<file path="config.mk">
export PLATFORM = sky130hd
export DESIGN_NAME = shifter_sll_seq_flat
export DESIGN_NICKNAME = d
export VERILOG_FILES = /design/src/rtl/shifter_sll_seq_pkg.sv /design/src/rtl/shifter_sll_seq_if.sv /design/src/rtl/shifter_sll_seq.sv /design/src/flat_wrapper.sv
export SDC_FILE = /design/constraint.sdc
export NUM_CORES = 1
export LEC_CHECK = 0
export ABC_CLOCK_PERIOD_IN_PS = 1400
export BUFFER_PORTS_ARGS = -buffer_cell sky130_fd_sc_hd__buf_4
export CAP_MARGIN = 5
export CORE_MARGIN = 8
export CORE_UTILIZATION = 48
export CTS_CLUSTER_DIAMETER = 200
export DETAILED_ROUTE_END_ITERATION = 6
export PLACE_DENSITY_LB_ADDON = 0.08
export REMOVE_ABC_BUFFERS = 1
export SETUP_SLACK_MARGIN = 0.15
export SLEW_MARGIN = 10
export SYNTH_ARGS = -nofsm -noshare
export SYNTH_HDL_FRONTEND = slang
export SYNTH_SLANG_ARGS = --single-unit
</file>
<file path="constraint.sdc">
create_clock -name clk -period 1.4 [get_ports clk]
set_input_delay 0.14 -clock clk [delete_from_list [all_inputs] [get_ports clk]]
set_output_delay 0.14 -clock clk [all_outputs]
set_load 0.1 [all_outputs]
</file>
<file path="src/rtl/shifter_sll_seq_pkg.sv">
// Shared types and default widths for the shifter family.
// The sequential SLL and the combinational right shifters use the same defaults.
package shifter_pkg;

   localparam int SHIFTER_N_DEF = 5;
   localparam int SHIFTER_S_DEF = 3;

   typedef enum logic [1:0] {
      IDLE  = 2'd0,
      SHIFT = 2'd1,
      DONE  = 2'd2
   } shifter_state_t;

endpackage : shifter_pkg

</file>
<file path="src/rtl/shifter_sll_seq_if.sv">
// Operand/result handshake bundle for shifter_sll_seq.
// The producer/consumer side uses the master modport and the shifter uses slave.
interface shifter_sll_seq_if
   import shifter_pkg::*;
#(
   parameter int N = SHIFTER_N_DEF,
   parameter int S = SHIFTER_S_DEF
);

   logic         in_valid;
   logic         in_ready;
   logic [N-1:0] in_a;
   logic [S-1:0] in_s;
   logic         out_valid;
   logic         out_ready;
   logic [N-1:0] out_y;
   logic         busy;

   modport master (
      output in_valid, in_a, in_s, out_ready,
      input  in_ready, out_valid, out_y, busy
   );

   modport slave (
      input  in_valid, in_a, in_s, out_ready,
      output in_ready, out_valid, out_y, busy
   );

endinterface : shifter_sll_seq_if

</file>
<file path="src/rtl/shifter_sll_seq.sv">
// Sequential logical-left shifter: one bit position per clock, valid/ready on both sides.
// Shift amounts above N saturate to N so the result is zero in bounded time.
module shifter_sll_seq
   import shifter_pkg::*;
#(
   parameter int N = SHIFTER_N_DEF,
   parameter int S = SHIFTER_S_DEF
) (
   input  logic            clk,
   input  logic            rst_n,
   shifter_sll_seq_if.slave bus
);

   shifter_state_t state_q;
   logic [N-1:0]   data_q;
   logic [S-1:0]   cnt_q;
   logic           in_ready_q;
   logic           out_valid_q;
   logic           busy_q;
   logic [S-1:0]   cnt_load_d;
   logic           accept_d;

   // Clamp the requested amount to N and qualify the input handshake.
   always_comb begin
      cnt_load_d = bus.in_s;
      if (bus.in_s > S'(N)) begin
         cnt_load_d = S'(N);
      end else begin
         cnt_load_d = bus.in_s;
      end
      accept_d = bus.in_valid && in_ready_q;
   end

   // Control FSM, data register and down-counter with registered handshake outputs.
   always_ff @(posedge clk or negedge rst_n) begin
      if (!rst_n) begin
         state_q     <= IDLE;
         data_q      <= {N{1'b0}};
         cnt_q       <= {S{1'b0}};
         in_ready_q  <= 1'b1;
         out_valid_q <= 1'b0;
         busy_q      <= 1'b0;
      end else begin
         case (state_q)
            IDLE: begin
               if (accept_d) begin
                  data_q     <= bus.in_a;
                  cnt_q      <= cnt_load_d;
                  in_ready_q <= 1'b0;
                  busy_q     <= 1'b1;
                  if (cnt_load_d == {S{1'b0}}) begin
                     state_q     <= DONE;
                     out_valid_q <= 1'b1;
                  end else begin
                     state_q     <= SHIFT;
                     out_valid_q <= 1'b0;
                  end
               end else begin
                  state_q <= IDLE;
               end
            end
            SHIFT: begin
               data_q <= {data_q[N-2:0], 1'b0};
               cnt_q  <= cnt_q - S'(1);
               // The final shift lands on the same edge that enters DONE.
               if (cnt_q == S'(1)) begin
                  state_q     <= DONE;
                  out_valid_q <= 1'b1;
               end else begin
                  state_q <= SHIFT;
               end
            end
            DONE: begin
               if (bus.out_ready) begin
                  state_q     <= IDLE;
                  out_valid_q <= 1'b0;
                  busy_q      <= 1'b0;
                  in_ready_q  <= 1'b1;
               end else begin
                  state_q <= DONE;
               end
            end
            default: begin
               state_q     <= IDLE;
               data_q      <= {N{1'b0}};
               cnt_q       <= {S{1'b0}};
               in_ready_q  <= 1'b1;
               out_valid_q <= 1'b0;
               busy_q      <= 1'b0;
            end
         endcase
      end
   end

   assign bus.in_ready  = in_ready_q;
   assign bus.out_valid = out_valid_q;
   assign bus.out_y     = data_q;
   assign bus.busy      = busy_q;

endmodule : shifter_sll_seq

</file>
<file path="src/flat_wrapper.sv">
// flat-port wrapper written by rule: the top's interface ports become plain ports
module shifter_sll_seq_flat import shifter_pkg::*;
#(
   parameter int N = SHIFTER_N_DEF,
   parameter int S = SHIFTER_S_DEF
)
  (clk, rst_n, bus_in_valid, bus_in_a, bus_in_s, bus_out_ready, bus_in_ready, bus_out_valid, bus_out_y, bus_busy);
  shifter_sll_seq_if #(.N(N), .S(S)) bus_i ();
  input  logic clk;
  input  logic rst_n;
  input wire logic [$bits(bus_i.in_valid)-1:0] bus_in_valid;
  input wire logic [$bits(bus_i.in_a)-1:0] bus_in_a;
  input wire logic [$bits(bus_i.in_s)-1:0] bus_in_s;
  input wire logic [$bits(bus_i.out_ready)-1:0] bus_out_ready;
  output wire logic [$bits(bus_i.in_ready)-1:0] bus_in_ready;
  output wire logic [$bits(bus_i.out_valid)-1:0] bus_out_valid;
  output wire logic [$bits(bus_i.out_y)-1:0] bus_out_y;
  output wire logic [$bits(bus_i.busy)-1:0] bus_busy;
  assign bus_i.in_valid = bus_in_valid;
  assign bus_i.in_a = bus_in_a;
  assign bus_i.in_s = bus_in_s;
  assign bus_i.out_ready = bus_out_ready;
  assign bus_in_ready = bus_i.in_ready;
  assign bus_out_valid = bus_i.out_valid;
  assign bus_out_y = bus_i.out_y;
  assign bus_busy = bus_i.busy;
  shifter_sll_seq #(.N(N), .S(S)) u_core (.clk(clk), .rst_n(rst_n), .bus(bus_i));
endmodule
</file>
* Word-level counts from Yosys, hierarchy flattened
Index checks and enable logic that the tools add are counted.
** Storage, ports and cells
- Register bits after elaboration :: 13
- Output and inout port bits :: 8
- Word-level logic and storage cells :: 42
- Input bits :: 12
** Cells by class
- Mux-type cells :: 20
- $add $sub $neg :: 1
- Order comparisons :: 1
- Bitwise logic cells :: 2
- Reduce and logical (&&, ||, !) cells :: 6
- Equal/unequal tests :: 6
** Operators by type and width (count)
- $pmux W5 S3 :: 1
- $pmux W1 S3 :: 3
- $pmux W3 S3 :: 1
- $mux W2 :: 4
- $mux W1 :: 7
- $mux W3 :: 2
- $pmux W2 S3 :: 1
- $reduce_and A3 Y1 :: 2
- $mux W5 :: 1
- $ne A2 B1 Y1 const B :: 2
- $eq A3 B1 Y1 const B :: 1
- $gt A3 B3 Y1 const B :: 1
- $logic_not A3 Y1 :: 1
- $sub A3 B1 Y3 const B :: 1
- $eq A2 B1 Y1 const B :: 1
- $eq A2 B2 Y1 const B :: 1
- $logic_not A2 Y1 :: 1
- $ne A2 B2 Y1 const B :: 1
- $not A1 Y1 :: 2
- $reduce_and A2 Y1 :: 1
- $logic_and A1 B1 Y1 :: 1

* Depth between registers and ports, before layout
- Depth in word-level cells :: 6
- Gate-level depth with buffers :: 5
- Gate-level depth less buffers :: 5

* Worst setup path before layout
Ideal clock, no wire load.
- Path kind :: register to register
- Start point :: register u_core.in_ready_q, in the netlist u_core.bus.in_ready
- End point :: register u_core.cnt_q[0]
- Clock period less this slack :: 1.623 ns
- Cell stages (with the launch flop) :: 5
- Setup slack :: -0.223 ns
- Data arrival time :: 1.502 ns
- Buffers on the path :: 1
- Cell sequence :: dfstp_2 > and3b_1 > buf_6 > mux2i_1 > a22o_2
** Between the ends
- Cells in the longest elaborated chain, start to end :: 3
** RTL lines
- from (decl) :: RTL line shifter_sll_seq.sv:17 : logic in_ready_q;
- from (signal assigned) :: RTL line shifter_sll_seq.sv:40 : in_ready_q <= 1'b1;
- from (signal assigned) :: RTL line shifter_sll_seq.sv:49 : in_ready_q <= 1'b0;
- from (signal assigned) :: RTL line shifter_sll_seq.sv:78 : in_ready_q <= 1'b1;
- $logic_and A1 B1 Y1 :: RTL line shifter_sll_seq.sv:31 : accept_d = bus.in_valid && in_ready_q;
- $ne A2 B1 Y1 (no line)
- $reduce_and A2 Y1 (no line)
- to (signal assigned) :: RTL line shifter_sll_seq.sv:39 : cnt_q <= {S{1'b0}};
- to (signal assigned) :: RTL line shifter_sll_seq.sv:48 : cnt_q <= cnt_load_d;
- to (signal assigned) :: RTL line shifter_sll_seq.sv:64 : cnt_q <= cnt_q - S'(1);
- to (decl) :: RTL line shifter_sll_seq.sv:16 : logic [S-1:0] cnt_q;
No other way between the ends.
A chain may end at the register's enable or synchronous reset.

* Final worst setup path
Ends and elaborated chain as after synthesis.

==> flow_summary_export.csv <==
group,metric,value,unit
floorplanning,die-height,53.4,µm
critical_path,cp_cell_sequence,"and3b_2 > buf_6 > mux2i_1 > a22o_2",
floorplanning,die_w,53.4,µm
layout,nets,108,
clock_network,clock_latency,0.27,ns
floorplanning,io_pins,20,
logic_synthesis,synth_top_cells_by_count,"12 x dfrtp_1, 9 x nand2_1, 6 x a21oi_1, 6 x inv_1, 6 x o21ai_0",
critical_path,crit_family,"flip-flops",
drt,wirelength,1590,µm
critical_path,crit_slowest_cell,"dfstp_2",
placement,place_area,838,µm²
sta,period_share,90.7,%
logic_synthesis,synth_top_flop_cell,"dfrtp_1",
logic_synthesis,synth_edf_count,0,
clock_network,cts.sinks,13,
sta,slew_violations,0,
clock_network,path_clk_slew,0.08,ns
floorplanning,dieArea,2850,µm²
grt,grt_first_pass_wirelength,2610,µm
logic_synthesis,synth_seq_cells,13,
drt,wire_per_inst,14.7,µm
floorplanning,num_rows,13,
placement,dpl.hpwl,1210,µm
clock_network,numCtsBuffers,3,
logic_synthesis,yosys.area.top_type,"dfrtp_1",
clock_network,cts_tree,"built",
clock_network,cts_buffer_depth,2,
drt,drt-initial-drc-count,15,
critical_path,critical_path_class,"flop to flop",
critical_path,critPathLaunch,"u_core.bus.in_ready$_DFFE_PN1P_",
sta,rsz0062_at_grt,"yes",
critical_path,r2r_cells,4,
drt,drtAntennaViolNets,0,
drt,dr_total_vias,575,
sta,tightest_slew,0.423,ns
placement,port_buffers,19,
critical_path,critPathBufInv,1,
layout,antennaDiodeCount,0,
layout,fillers,111,
sta,final-hold-violation-count,0,
logic_synthesis,yosys-top-cells-area,"dfrtp_1 45%, mux2i_1 7.5%, nand2_1 5.0%, a21oi_1 4.5%, o21ai_0 4.5%",
grt,grt_max_degree,15,
grt,overflow,0,
sta,setup_violations,0,
grt,antenna_found_initial,0,
run_status,status,"finished clean",
layout,final_cell_area,898,µm²
critical_path,r2r_slack,0.13,ns
logic_synthesis,async_flop_share,100,%
critical_path,crit_required,1.62,ns
logic_synthesis,netlist_area,671,µm²
sta,relSlewSlack,71.7,%
sta,finClkSkew,0.00594,ns
critical_path,r2r-end,"u_core.cnt_q[0]$_DFFE_PN0P_",
grt,grt_pass1_vias,602,
floorplanning,core,1300,µm²
logic_synthesis,synth_cell_type_count,26,
placement,place_congestion,0.811,
logic_synthesis,synthDominantCellAreaShare,44.8,%
sta,period_minus_slack,1.27,ns
logic_synthesis,seq_area_frac_synth,48.7,%
critical_path,startpoint_type,"flop",
critical_path,arrival,1.49,ns
drt,viasPerCell,5.32,
critical_path,slowest_delay,0.57,ns
logic_synthesis,post_synth.cell_area_avg,10.0,µm²
floorplanning,start_util,51.5,%
min_path,worstHoldPathType,"input port to flop",
drt,drcViolationCount,0,
logic_synthesis,synth_warnings,0,
clock_network,cts-root-buf,"clkbuf_4",
logic_synthesis,syn_inst,67,
sta,fmax,788,MHz
critical_path,cp.depth,4,
critical_path,path_max_fanout,4,
grt,grt_usage,11.7,%
job,drv.max_cap_violation_count,0,
clock_network,cts.htree.levels,1,
critical_path,crit_end,"u_core.cnt_q[0]$_DFFE_PN0P_",
layout,drive_above_1_share,34.4,%
critical_path,reg2reg_from,"u_core.bus.in_ready$_DFFE_PN1P_",
layout,syn2layout_area_growth,34.0,%
sta,worst_hold_slack,0.120,ns
logic_synthesis,yosysMostFrequentCell,"dfrtp_1",
critical_path,end_kind,"flop",
drt,first_pass_iters,4,
-- layout make-up --
class,count,area [µm²],share of cell area [%]
flip-flops and latches,13,327,36.4
multi-input cells,46,314,35.0
repair buffers,24,190,21.2
clock buffers,4,26.3,2.92
inverters,6,22.5,2.51
well taps,15,18.8,2.09
-- sequential cells by signal (all words and copies together), names as in the netlist --
register,cells
u_core.state_q,2
u_core.bus.in_ready,1
u_core.cnt_q,3
u_core.bus.out_valid,1
u_core.bus.busy,1
u_core.bus.out_y,5
-- through the flow --
stage	setup TNS [ns]	setup WS (ns)	util, %	std cells
global route	0	0.0749	69.0	108
floorplan	-2.11	-0.281	-	65
global placement	0	0.174	64.4	102
CTS	0	0.129	68.1	108
finish	0	0.131	69.0	108
detailed placement	0	0.127	64.4	102
-- cells in the final DEF, fill, tap and decap left out, types with 2 or more instances in the layout --
master    synthesis  layout
a21oi_1           6       6
buf_4             0      21
clkbuf_4          0       3
nor2b_1           2       2
nand2_1           9       8
inv_1             6       6
ha_1              2       2
buf_6             1       2
o21ai_0           6       4
o21ai_1           0       2
mux2i_1           5       5
dfrtp_1          12      12
-- how the worst min path moves through the flow --
stage,startpoint,end,cells after the start
final,bus_in_a[0],u_core.bus.out_y[0]$_DFFE_PN0P_,3
after global routing,bus_in_a[0],u_core.bus.out_y[0]$_DFFE_PN0P_,3
after CTS,bus_in_a[0],u_core.bus.out_y[0]$_DFFE_PN0P_,3
after detailed placement,rst_n,u_core.bus.busy$_DFFE_PN0P_,1
after global placement,rst_n,u_core.bus.busy$_DFFE_PN0P_,1
after floorplan,rst_n,u_core.bus.busy$_DFFE_PN0P_,0
-- timing repair --
| action | 4_1_cts | 5_1_grt |
|---|---|---|
| gates resized for setup | 2 | 5 |
| pin swaps | 0 | 2 |
| endpoints found under the hold margin | 13 | 0 |
| endpoints found under the setup margin | 4 | 8 |
| setup buffers | 1 | 0 |
| hold buffers | 1 | 0 |
-- kinds of logic (layout without fill, tap and decap cells) --
| group | after synthesis | count (layout) | synth area share, % |
|---|---|---|---|
| flops | 13 | 13 | 48.7 |
| compound gates | 21 | 21 | 20.2 |
| mux | 5 | 5 | 7.46 |
| xor+xnor | 1 | 1 | 1.31 |
| simple gates | 17 | 17 | 12.9 |
| buf+inv | 8 | 34 | 5.78 |
| fa+ha+maj | 2 | 2 | 3.73 |
-- worst reg2reg max path: stages, from the launching register on --
cell and delay, ns:
dfstp_2 0.57, and3b_2 0.21, buf_6 0.11, mux2i_1 0.19
a22o_2 0.14
-- per-layer routing --
| layer | track usage [%] | share of wire [%] |
|---|---|---|
| met2 | 18.0 | 48 |
| met1 | 16.0 | 47 |
| met3 | 3.08 | 5.3 |
| met5 | 0 | 0 |
| met4 | 2.52 | 0 |
Power is left out: the tool's default activity adds up to more than one toggle a clock period on the data nets, which glitch-free logic cannot reach.
